## config.mk

```make
export PLATFORM = sky130hd
export DESIGN_NAME = matmul_sequencer_flat
export DESIGN_NICKNAME = d
export VERILOG_FILES = /design/src/rtl/matmul_if.sv /design/src/rtl/matmul_sequencer.sv /design/src/flat_wrapper.sv
export SDC_FILE = /design/constraint.sdc
export NUM_CORES = 1
export LEC_CHECK = 0
export BUFFER_PORTS_ARGS = -buffer_cell sky130_fd_sc_hd__buf_4
export CAP_MARGIN = 20
export CORE_MARGIN = 2
export CORE_UTILIZATION = 55
export CTS_CLUSTER_SIZE = 30
export DETAILED_ROUTE_END_ITERATION = 12
export HOLD_SLACK_MARGIN = 0.06
export PLACE_DENSITY = 0.72
export SLEW_MARGIN = 20
export SYNTH_ARGS = -nofsm -noshare
export SYNTH_HDL_FRONTEND = slang
export SYNTH_SLANG_ARGS = --single-unit
export TNS_END_PERCENT = 20
```

## constraint.sdc

```tcl
create_clock -name clk -period 5.48 [get_ports clk]
set_input_delay 0.274 -clock clk [delete_from_list [all_inputs] [get_ports clk]]
set_output_delay 0.274 -clock clk [all_outputs]
set_load 0.1 [all_outputs]
```

## src/rtl/matmul_if.sv

```systemverilog
// Operand/result bus and control handshake for the matrix-multiply sequencer.
// The master side is the requester and memories; the slave side is the sequencer.
interface matmul_if #(
  parameter int MAX_M  = 4,
  parameter int MAX_N  = 4,
  parameter int MAX_P  = 4,
  parameter int DATA_W = 8
);
  localparam int ACC_W = 2*DATA_W + $clog2(MAX_N);
  localparam int MW    = $clog2(MAX_M+1);
  localparam int NW    = $clog2(MAX_N+1);
  localparam int PW    = $clog2(MAX_P+1);
  localparam int AAW   = (MAX_M*MAX_N > 1) ? $clog2(MAX_M*MAX_N) : 1;
  localparam int BAW   = (MAX_N*MAX_P > 1) ? $clog2(MAX_N*MAX_P) : 1;
  localparam int CAW   = (MAX_M*MAX_P > 1) ? $clog2(MAX_M*MAX_P) : 1;

  logic              start;
  logic              abort;
  logic [MW-1:0]     m;
  logic [NW-1:0]     n;
  logic [PW-1:0]     p;
  logic              a_rd_en;
  logic              b_rd_en;
  logic [AAW-1:0]    a_addr;
  logic [BAW-1:0]    b_addr;
  logic [DATA_W-1:0] a_rdata;
  logic [DATA_W-1:0] b_rdata;
  logic              c_wr_en;
  logic [CAW-1:0]    c_addr;
  logic [ACC_W-1:0]  c_wdata;
  logic              busy;
  logic              done;
  logic              err;

  modport master (
    output start, abort, m, n, p, a_rdata, b_rdata,
    input  a_rd_en, b_rd_en, a_addr, b_addr, c_wr_en, c_addr, c_wdata, busy, done, err
  );

  modport slave (
    input  start, abort, m, n, p, a_rdata, b_rdata,
    output a_rd_en, b_rd_en, a_addr, b_addr, c_wr_en, c_addr, c_wdata, busy, done, err
  );
endinterface

```

## src/rtl/matmul_sequencer.sv

```systemverilog
// Sequences C = A*B over external single-port operand memories, one MAC per FETCH/ACC pair.
// Every strobe, address and status output is registered straight from the FSM.
module matmul_sequencer #(
  parameter int MAX_M  = 4,
  parameter int MAX_N  = 4,
  parameter int MAX_P  = 4,
  parameter int DATA_W = 8
) (
  input  logic      clk,
  input  logic      rst,
  matmul_if.slave   bus
);
  localparam int ACC_W = 2*DATA_W + $clog2(MAX_N);
  localparam int MW    = $clog2(MAX_M+1);
  localparam int NW    = $clog2(MAX_N+1);
  localparam int PW    = $clog2(MAX_P+1);
  localparam int AAW   = (MAX_M*MAX_N > 1) ? $clog2(MAX_M*MAX_N) : 1;
  localparam int BAW   = (MAX_N*MAX_P > 1) ? $clog2(MAX_N*MAX_P) : 1;
  localparam int CAW   = (MAX_M*MAX_P > 1) ? $clog2(MAX_M*MAX_P) : 1;

  localparam logic [MW-1:0] MAX_M_V = MW'(MAX_M);
  localparam logic [NW-1:0] MAX_N_V = NW'(MAX_N);
  localparam logic [PW-1:0] MAX_P_V = PW'(MAX_P);

  typedef enum logic [2:0] {
    S_IDLE,
    S_FETCH,
    S_ACC,
    S_WRITE,
    S_DONE
  } state_t;

  state_t            r_state;
  logic [MW-1:0]     r_m;
  logic [NW-1:0]     r_n;
  logic [PW-1:0]     r_p;
  logic [MW-1:0]     r_i;
  logic [PW-1:0]     r_j;
  logic [NW-1:0]     r_k;
  logic [ACC_W-1:0]  r_acc;

  logic              r_a_rd_en;
  logic              r_b_rd_en;
  logic [AAW-1:0]    r_a_addr;
  logic [BAW-1:0]    r_b_addr;
  logic              r_c_wr_en;
  logic [CAW-1:0]    r_c_addr;
  logic [ACC_W-1:0]  r_c_wdata;
  logic              r_busy;
  logic              r_done;
  logic              r_err;

  logic              w_dims_ok;
  logic              w_k_last;
  logic              w_j_last;
  logic              w_i_last;
  logic [2*DATA_W-1:0] w_prod;
  logic [ACC_W-1:0]  w_acc_nxt;
  logic [MW-1:0]     w_fi;
  logic [PW-1:0]     w_fj;
  logic [NW-1:0]     w_fk;
  logic [AAW-1:0]    w_a_addr_nxt;
  logic [BAW-1:0]    w_b_addr_nxt;
  logic [CAW-1:0]    w_c_addr_cur;

  assign w_dims_ok = (bus.m != '0) && (bus.m <= MAX_M_V) &&
                     (bus.n != '0) && (bus.n <= MAX_N_V) &&
                     (bus.p != '0) && (bus.p <= MAX_P_V);

  assign w_k_last  = (r_k == r_n - NW'(1));
  assign w_j_last  = (r_j == r_p - PW'(1));
  assign w_i_last  = (r_i == r_m - MW'(1));

  assign w_prod    = {{DATA_W{1'b0}}, bus.a_rdata} * {{DATA_W{1'b0}}, bus.b_rdata};
  assign w_acc_nxt = r_acc + ACC_W'(w_prod);

  // Indices of the next FETCH, so operand addresses can be registered on entry to FETCH.
  always_comb begin
    w_fi = r_i;
    w_fj = r_j;
    w_fk = '0;
    case (r_state)
      S_ACC: w_fk = r_k + NW'(1);
      S_WRITE: begin
        if (w_j_last) begin
          w_fi = r_i + MW'(1);
          w_fj = '0;
        end else begin
          w_fj = r_j + PW'(1);
        end
      end
      default: begin
        w_fi = '0;
        w_fj = '0;
      end
    endcase
  end

  assign w_a_addr_nxt = AAW'(int'(w_fi) * MAX_N + int'(w_fk));
  assign w_b_addr_nxt = BAW'(int'(w_fk) * MAX_P + int'(w_fj));
  assign w_c_addr_cur = CAW'(int'(r_i) * MAX_P + int'(r_j));

  always_ff @(posedge clk or posedge rst) begin
    if (rst) begin
      r_state   <= S_IDLE;
      r_m       <= '0;
      r_n       <= '0;
      r_p       <= '0;
      r_i       <= '0;
      r_j       <= '0;
      r_k       <= '0;
      r_acc     <= '0;
      r_a_rd_en <= 1'b0;
      r_b_rd_en <= 1'b0;
      r_a_addr  <= '0;
      r_b_addr  <= '0;
      r_c_wr_en <= 1'b0;
      r_c_addr  <= '0;
      r_c_wdata <= '0;
      r_busy    <= 1'b0;
      r_done    <= 1'b0;
      r_err     <= 1'b0;
    end else begin
      r_a_rd_en <= 1'b0;
      r_b_rd_en <= 1'b0;
      r_c_wr_en <= 1'b0;
      r_done    <= 1'b0;
      r_err     <= 1'b0;

      // Abort only matters while busy; any write already on the bus this cycle completes.
      if (r_busy && bus.abort) begin
        r_state <= S_IDLE;
        r_busy  <= 1'b0;
        r_i     <= '0;
        r_j     <= '0;
        r_k     <= '0;
        r_acc   <= '0;
      end else begin
        case (r_state)
          S_IDLE: begin
            if (bus.start) begin
              if (w_dims_ok) begin
                r_m       <= bus.m;
                r_n       <= bus.n;
                r_p       <= bus.p;
                r_i       <= '0;
                r_j       <= '0;
                r_k       <= '0;
                r_acc     <= '0;
                r_a_addr  <= w_a_addr_nxt;
                r_b_addr  <= w_b_addr_nxt;
                r_a_rd_en <= 1'b1;
                r_b_rd_en <= 1'b1;
                r_busy    <= 1'b1;
                r_state   <= S_FETCH;
              end else begin
                r_err <= 1'b1;
              end
            end
          end

          S_FETCH: r_state <= S_ACC;

          S_ACC: begin
            r_acc <= w_acc_nxt;
            if (w_k_last) begin
              r_c_wr_en <= 1'b1;
              r_c_addr  <= w_c_addr_cur;
              r_c_wdata <= w_acc_nxt;
              r_state   <= S_WRITE;
            end else begin
              r_k       <= w_fk;
              r_a_addr  <= w_a_addr_nxt;
              r_b_addr  <= w_b_addr_nxt;
              r_a_rd_en <= 1'b1;
              r_b_rd_en <= 1'b1;
              r_state   <= S_FETCH;
            end
          end

          S_WRITE: begin
            r_acc <= '0;
            r_k   <= '0;
            if (w_i_last && w_j_last) begin
              r_i     <= '0;
              r_j     <= '0;
              r_busy  <= 1'b0;
              r_done  <= 1'b1;
              r_state <= S_DONE;
            end else begin
              r_i       <= w_fi;
              r_j       <= w_fj;
              r_a_addr  <= w_a_addr_nxt;
              r_b_addr  <= w_b_addr_nxt;
              r_a_rd_en <= 1'b1;
              r_b_rd_en <= 1'b1;
              r_state   <= S_FETCH;
            end
          end

          S_DONE: r_state <= S_IDLE;

          default: begin
            r_state <= S_IDLE;
            r_busy  <= 1'b0;
          end
        endcase
      end
    end
  end

  assign bus.a_rd_en = r_a_rd_en;
  assign bus.b_rd_en = r_b_rd_en;
  assign bus.a_addr  = r_a_addr;
  assign bus.b_addr  = r_b_addr;
  assign bus.c_wr_en = r_c_wr_en;
  assign bus.c_addr  = r_c_addr;
  assign bus.c_wdata = r_c_wdata;
  assign bus.busy    = r_busy;
  assign bus.done    = r_done;
  assign bus.err     = r_err;
endmodule

```

## src/flat_wrapper.sv

```systemverilog
// flat-port wrapper written by rule: the top's interface ports become plain ports
module matmul_sequencer_flat 
#(
  parameter int MAX_M  = 4,
  parameter int MAX_N  = 4,
  parameter int MAX_P  = 4,
  parameter int DATA_W = 8
)
  (clk, rst, bus_start, bus_abort, bus_m, bus_n, bus_p, bus_a_rdata, bus_b_rdata, bus_a_rd_en, bus_b_rd_en, bus_a_addr, bus_b_addr, bus_c_wr_en, bus_c_addr, bus_c_wdata, bus_busy, bus_done, bus_err);
  matmul_if #(.MAX_M(MAX_M), .MAX_N(MAX_N), .MAX_P(MAX_P), .DATA_W(DATA_W)) bus_i ();
  input  logic clk;
  input  logic rst;
  input wire logic [$bits(bus_i.start)-1:0] bus_start;
  input wire logic [$bits(bus_i.abort)-1:0] bus_abort;
  input wire logic [$bits(bus_i.m)-1:0] bus_m;
  input wire logic [$bits(bus_i.n)-1:0] bus_n;
  input wire logic [$bits(bus_i.p)-1:0] bus_p;
  input wire logic [$bits(bus_i.a_rdata)-1:0] bus_a_rdata;
  input wire logic [$bits(bus_i.b_rdata)-1:0] bus_b_rdata;
  output wire logic [$bits(bus_i.a_rd_en)-1:0] bus_a_rd_en;
  output wire logic [$bits(bus_i.b_rd_en)-1:0] bus_b_rd_en;
  output wire logic [$bits(bus_i.a_addr)-1:0] bus_a_addr;
  output wire logic [$bits(bus_i.b_addr)-1:0] bus_b_addr;
  output wire logic [$bits(bus_i.c_wr_en)-1:0] bus_c_wr_en;
  output wire logic [$bits(bus_i.c_addr)-1:0] bus_c_addr;
  output wire logic [$bits(bus_i.c_wdata)-1:0] bus_c_wdata;
  output wire logic [$bits(bus_i.busy)-1:0] bus_busy;
  output wire logic [$bits(bus_i.done)-1:0] bus_done;
  output wire logic [$bits(bus_i.err)-1:0] bus_err;
  assign bus_i.start = bus_start;
  assign bus_i.abort = bus_abort;
  assign bus_i.m = bus_m;
  assign bus_i.n = bus_n;
  assign bus_i.p = bus_p;
  assign bus_i.a_rdata = bus_a_rdata;
  assign bus_i.b_rdata = bus_b_rdata;
  assign bus_a_rd_en = bus_i.a_rd_en;
  assign bus_b_rd_en = bus_i.b_rd_en;
  assign bus_a_addr = bus_i.a_addr;
  assign bus_b_addr = bus_i.b_addr;
  assign bus_c_wr_en = bus_i.c_wr_en;
  assign bus_c_addr = bus_i.c_addr;
  assign bus_c_wdata = bus_i.c_wdata;
  assign bus_busy = bus_i.busy;
  assign bus_done = bus_i.done;
  assign bus_err = bus_i.err;
  matmul_sequencer #(.MAX_M(MAX_M), .MAX_N(MAX_N), .MAX_P(MAX_P), .DATA_W(DATA_W)) u_core (.clk(clk), .rst(rst), .bus(bus_i));
endmodule
```

==> impl_results.md <==
* Pre-antenna DRT Iters at 4
* Post-cts resize count at 0
* Worst setup SP type: flip-flop
* CTS tree: yes
* Crit path DAT at 4.88 ns
* Min-Delay Path Class: in -> reg
* Chip width at 108.6 um
* Clock Sinks at 74
* DIE HEIGHT at between 100 and 150 um
* Layout area overhead at 14.26%
* # H-tree levels at 3
* Mapped Area at around 6000 um^2
* Mapped Cells at 590
* Largest cells by area after synthesis: dfrtp_1 31%, fa_1 17%, ha_1 10%, inv_1 6.7%, mux2_2 6.4%
* Setup TNS at 0 ns
* P_int at 1.900 mW
* Fin crit period at ~4.6 ns
* Setup violations, final at 0
* Fin util at 63.98%
* Required time of the critical path at around 5.7 ns
* # nets final at 784
* Vias per cell at 5.321
* CTS Buf Count at 9
* CTS Hold Bufs at 0
* Post-synth top area share at between 30 and 40%
* First-pass GRT wire length at 21.34 mm
* R2R depth at 15
* Total global routing overflow at 0
* Mux share of post-synthesis cell area at 7.028%
* Kind of critical path: reg -> reg
* Core region area at 10750 um^2
* Clk_skew at 0.01743 ns
* Synth Area in Simple Gates at 11.79%
* Reg power frac at about a fifth
* Post-DR wirelength/cell at 15.39 um
* Sw power at 1.991 mW
* Adder-Cell Fraction of Synth Area at 26.82%
* Comb power frac at 66.3%
* Worst Setup SP: u_core.r_acc[4]
* Synthesis-stage register bit count at 74
* Initial Util at 56.00%
* Status: finished, final reports clean
* Power share of the clock group at a little over an eighth
* Hold_ws at 0.1492 ns
* Post-synth EDFFs at 0
* Largest family of logic cells by synthesized area: adder cells
* Hold path startpoint: bus_abort
* CP Capture Type: flip-flop
* Pin count of the biggest net entering global routing at between 70 and 80
* Commonest cells in the netlist: 108 x inv_1, 74 x dfrtp_1, 50 x fa_1
* RR Endpoint: u_core.bus.c_wdata[15]
* Max VDD drop at 0.0003373 V
* Biggest fanout along the worst timing path at 3
* Net count after synthesis at 718
* DIE AREA at 11790 um^2
* R2R Setup Slk at 0.84 ns
* Synth unique cells at 50
* Initial DRC count at 266
* Vias at 4262
* Hold Path Sink: u_core.bus.busy
* Post-CTS Setup Bufs at 0
* Tot GR Track Use at 23.12%
* Cell with the most instances after synthesis: inv_1
* LEAKAGE at between 3 and 4 nW
* Max Transition Viols Final at 0
* Main synth FF type: dfrtp_1
* Synth Area in Compound Gates at 10.94%
* I/O Pins at 65
* Max_cap viols at 0
* Worst Max-Slew Pin Slew at 0.9646 ns
* Vias in the first global route at 4420
* Root Buffer: clkbuf_8
* XOR/XNOR Fraction of Synth Area at 4.887%
* Layout cell share with drive strength beyond 1 at 19.36%
* Antenna diodes at 0
* Final ANT Viol Nets at 0
* Drc violations at 0
* Initial antenna violation count at 0
* Sw Share at 51.17%
* Clock Path Buffers at 2
* Unrepaired setup endpoints after global routing: no
* Relative slew slack at about 36%
* Fill cells at 912
* Sequential element share of the synthesized area at between 30% and 40%
* DP Area at 6626 um^2
* Max Clk Rate at 215.6 MHz
* Post-route cell area at 6875 um^2
* Async SR Flop Fraction at 100.0%
* Synth Area per Inst at 10.20 um^2
* Num rows at 38
* Final Hold Vio Count at 0
* Clk pin slew, worst setup/hold paths at 0.08 ns
* Reg-to-Reg Start: u_core.r_acc[4]
* Synthesis Warnings at 0
* Pwr/cell area at 565.9 nW/um^2
* Post-DP HPWL at 9.631 mm
* Post-synth top area cell: dfrtp_1
* Hold depth at 2
* PortBufs at 64
* GPL Wtd Cong at 0.8339
* Routed WL at 12.33 mm
* Clk_lat worst skew at 0.36 ns
* Fin crit share at 84.66%
[area by class of cell]
| cell class | instances | area, um^2 | area share, % |
|---|---|---|---|
| Clock inverter | 7 | 125.1 | 1.820 |
| Sequential cell | 74 | 1852 | 26.93 |
| Inverter | 108 | 405.4 | 5.896 |
| Clock buffer | 9 | 123.9 | 1.802 |
| Multi-Input combinational cell | 397 | 3699 | 53.79 |
| Timing Repair Buffer | 66 | 495.5 | 7.207 |
| Tap cell | 140 | 175.2 | 2.548 |
[kinds of logic (layout without fill, tap and decap cells)]
group	Yosys count	after routing
buffers and inverters	119	190
xor gates and xnor gates	32	32
and+or+nand+nor	137	137
DFF	74	74
adders and majority gates	99	99
muxes	38	38
AOI/OAI and AO/OA	91	91
[worst max path at each step]
| stage | endpoint | slack (ns) |
|---|---|---|
| 2_1_floorplan | u_core.bus.c_wdata[15] | 1.17 |
| 3_3_place_gp | u_core.bus.c_wdata[15] | 0.80 |
| 3_5_place_dp | u_core.bus.c_wdata[15] | 0.75 |
| 4_1_cts | u_core.bus.c_wdata[15] | 0.83 |
| 5_1_grt | u_core.bus.c_wdata[15] | 0.58 |
| 6_report | u_core.bus.c_wdata[15] | 0.84 |
[per-layer routing]
metal | track usage, % | wire length [um] | vias up | part of all wire (%)
met5 | 0 | 0 | - | 0
met4 | 7.967 | 197 | 0 | 1.6
met3 | 3.677 | 452 | 21 | 3.7
met2 | 36.38 | 5874 | 87 | 48
met1 | 32.69 | 5803 | 2091 | 47
li1 | - | - | 2063 | -
[through the flow]
step           std cells  power [mW]  setup WS (ns)
2_1_floorplan        590       2.763          1.167
3_3_place_gp         785       3.278         0.8024
3_5_place_dp         785       3.347         0.7474
4_1_cts              801       3.899         0.8307
5_1_grt              801       4.215         0.5815
6_report             801       3.891         0.8408
[placed cells by master (no fill, tap or decap), types with 11 or more instances in the layout]
cell type,n
a21o_1,11
a21oi_1,17
a22o_1,21
and2_1,36
buf_4,66
dfrtp_1,74
fa_1,50
ha_1,49
inv_1,107
mux2_2,34
nand2_1,45
nor2_1,24
o21ai_0,13
xnor2_1,24
[critical path, cell delays in order, from the launching register on]
cell	delay [ns]
dfrtp_1	0.38
inv_1	0.07
fa_1	0.53
inv_1	0.05
fa_1	0.46
ha_1	0.30
inv_1	0.05
fa_1	0.55
inv_1	0.07
fa_1	0.48
a211oi_1	0.37
o21bai_1	0.22
a211oi_1	0.39
o21ai_0	0.18
xnor2_1	0.17
mux2_2	0.26
[power by group through the flow]
stage	clock [mW]	combinational, mW	sequential [mW]
floorplan	0	1.59	1.17
global placement	0	2.49	0.785
detailed placement	0	2.56	0.790
CTS	0.542	2.58	0.779
global route	0.565	2.85	0.798
finish	0.530	2.58	0.780
[state kept, by name, indices dropped and copies added (netlist names), 3 cells and up]
register and count:
u_core.r_j 3, u_core.r_i 3, u_core.r_state 3, u_core.r_p 3
u_core.bus.a_addr 4, u_core.r_n 3, u_core.r_k 3, u_core.bus.c_wdata 18
u_core.bus.b_addr 4, u_core.r_acc 18, u_core.bus.c_addr 4, u_core.r_m 3
(Power assumes the default switching activity.)
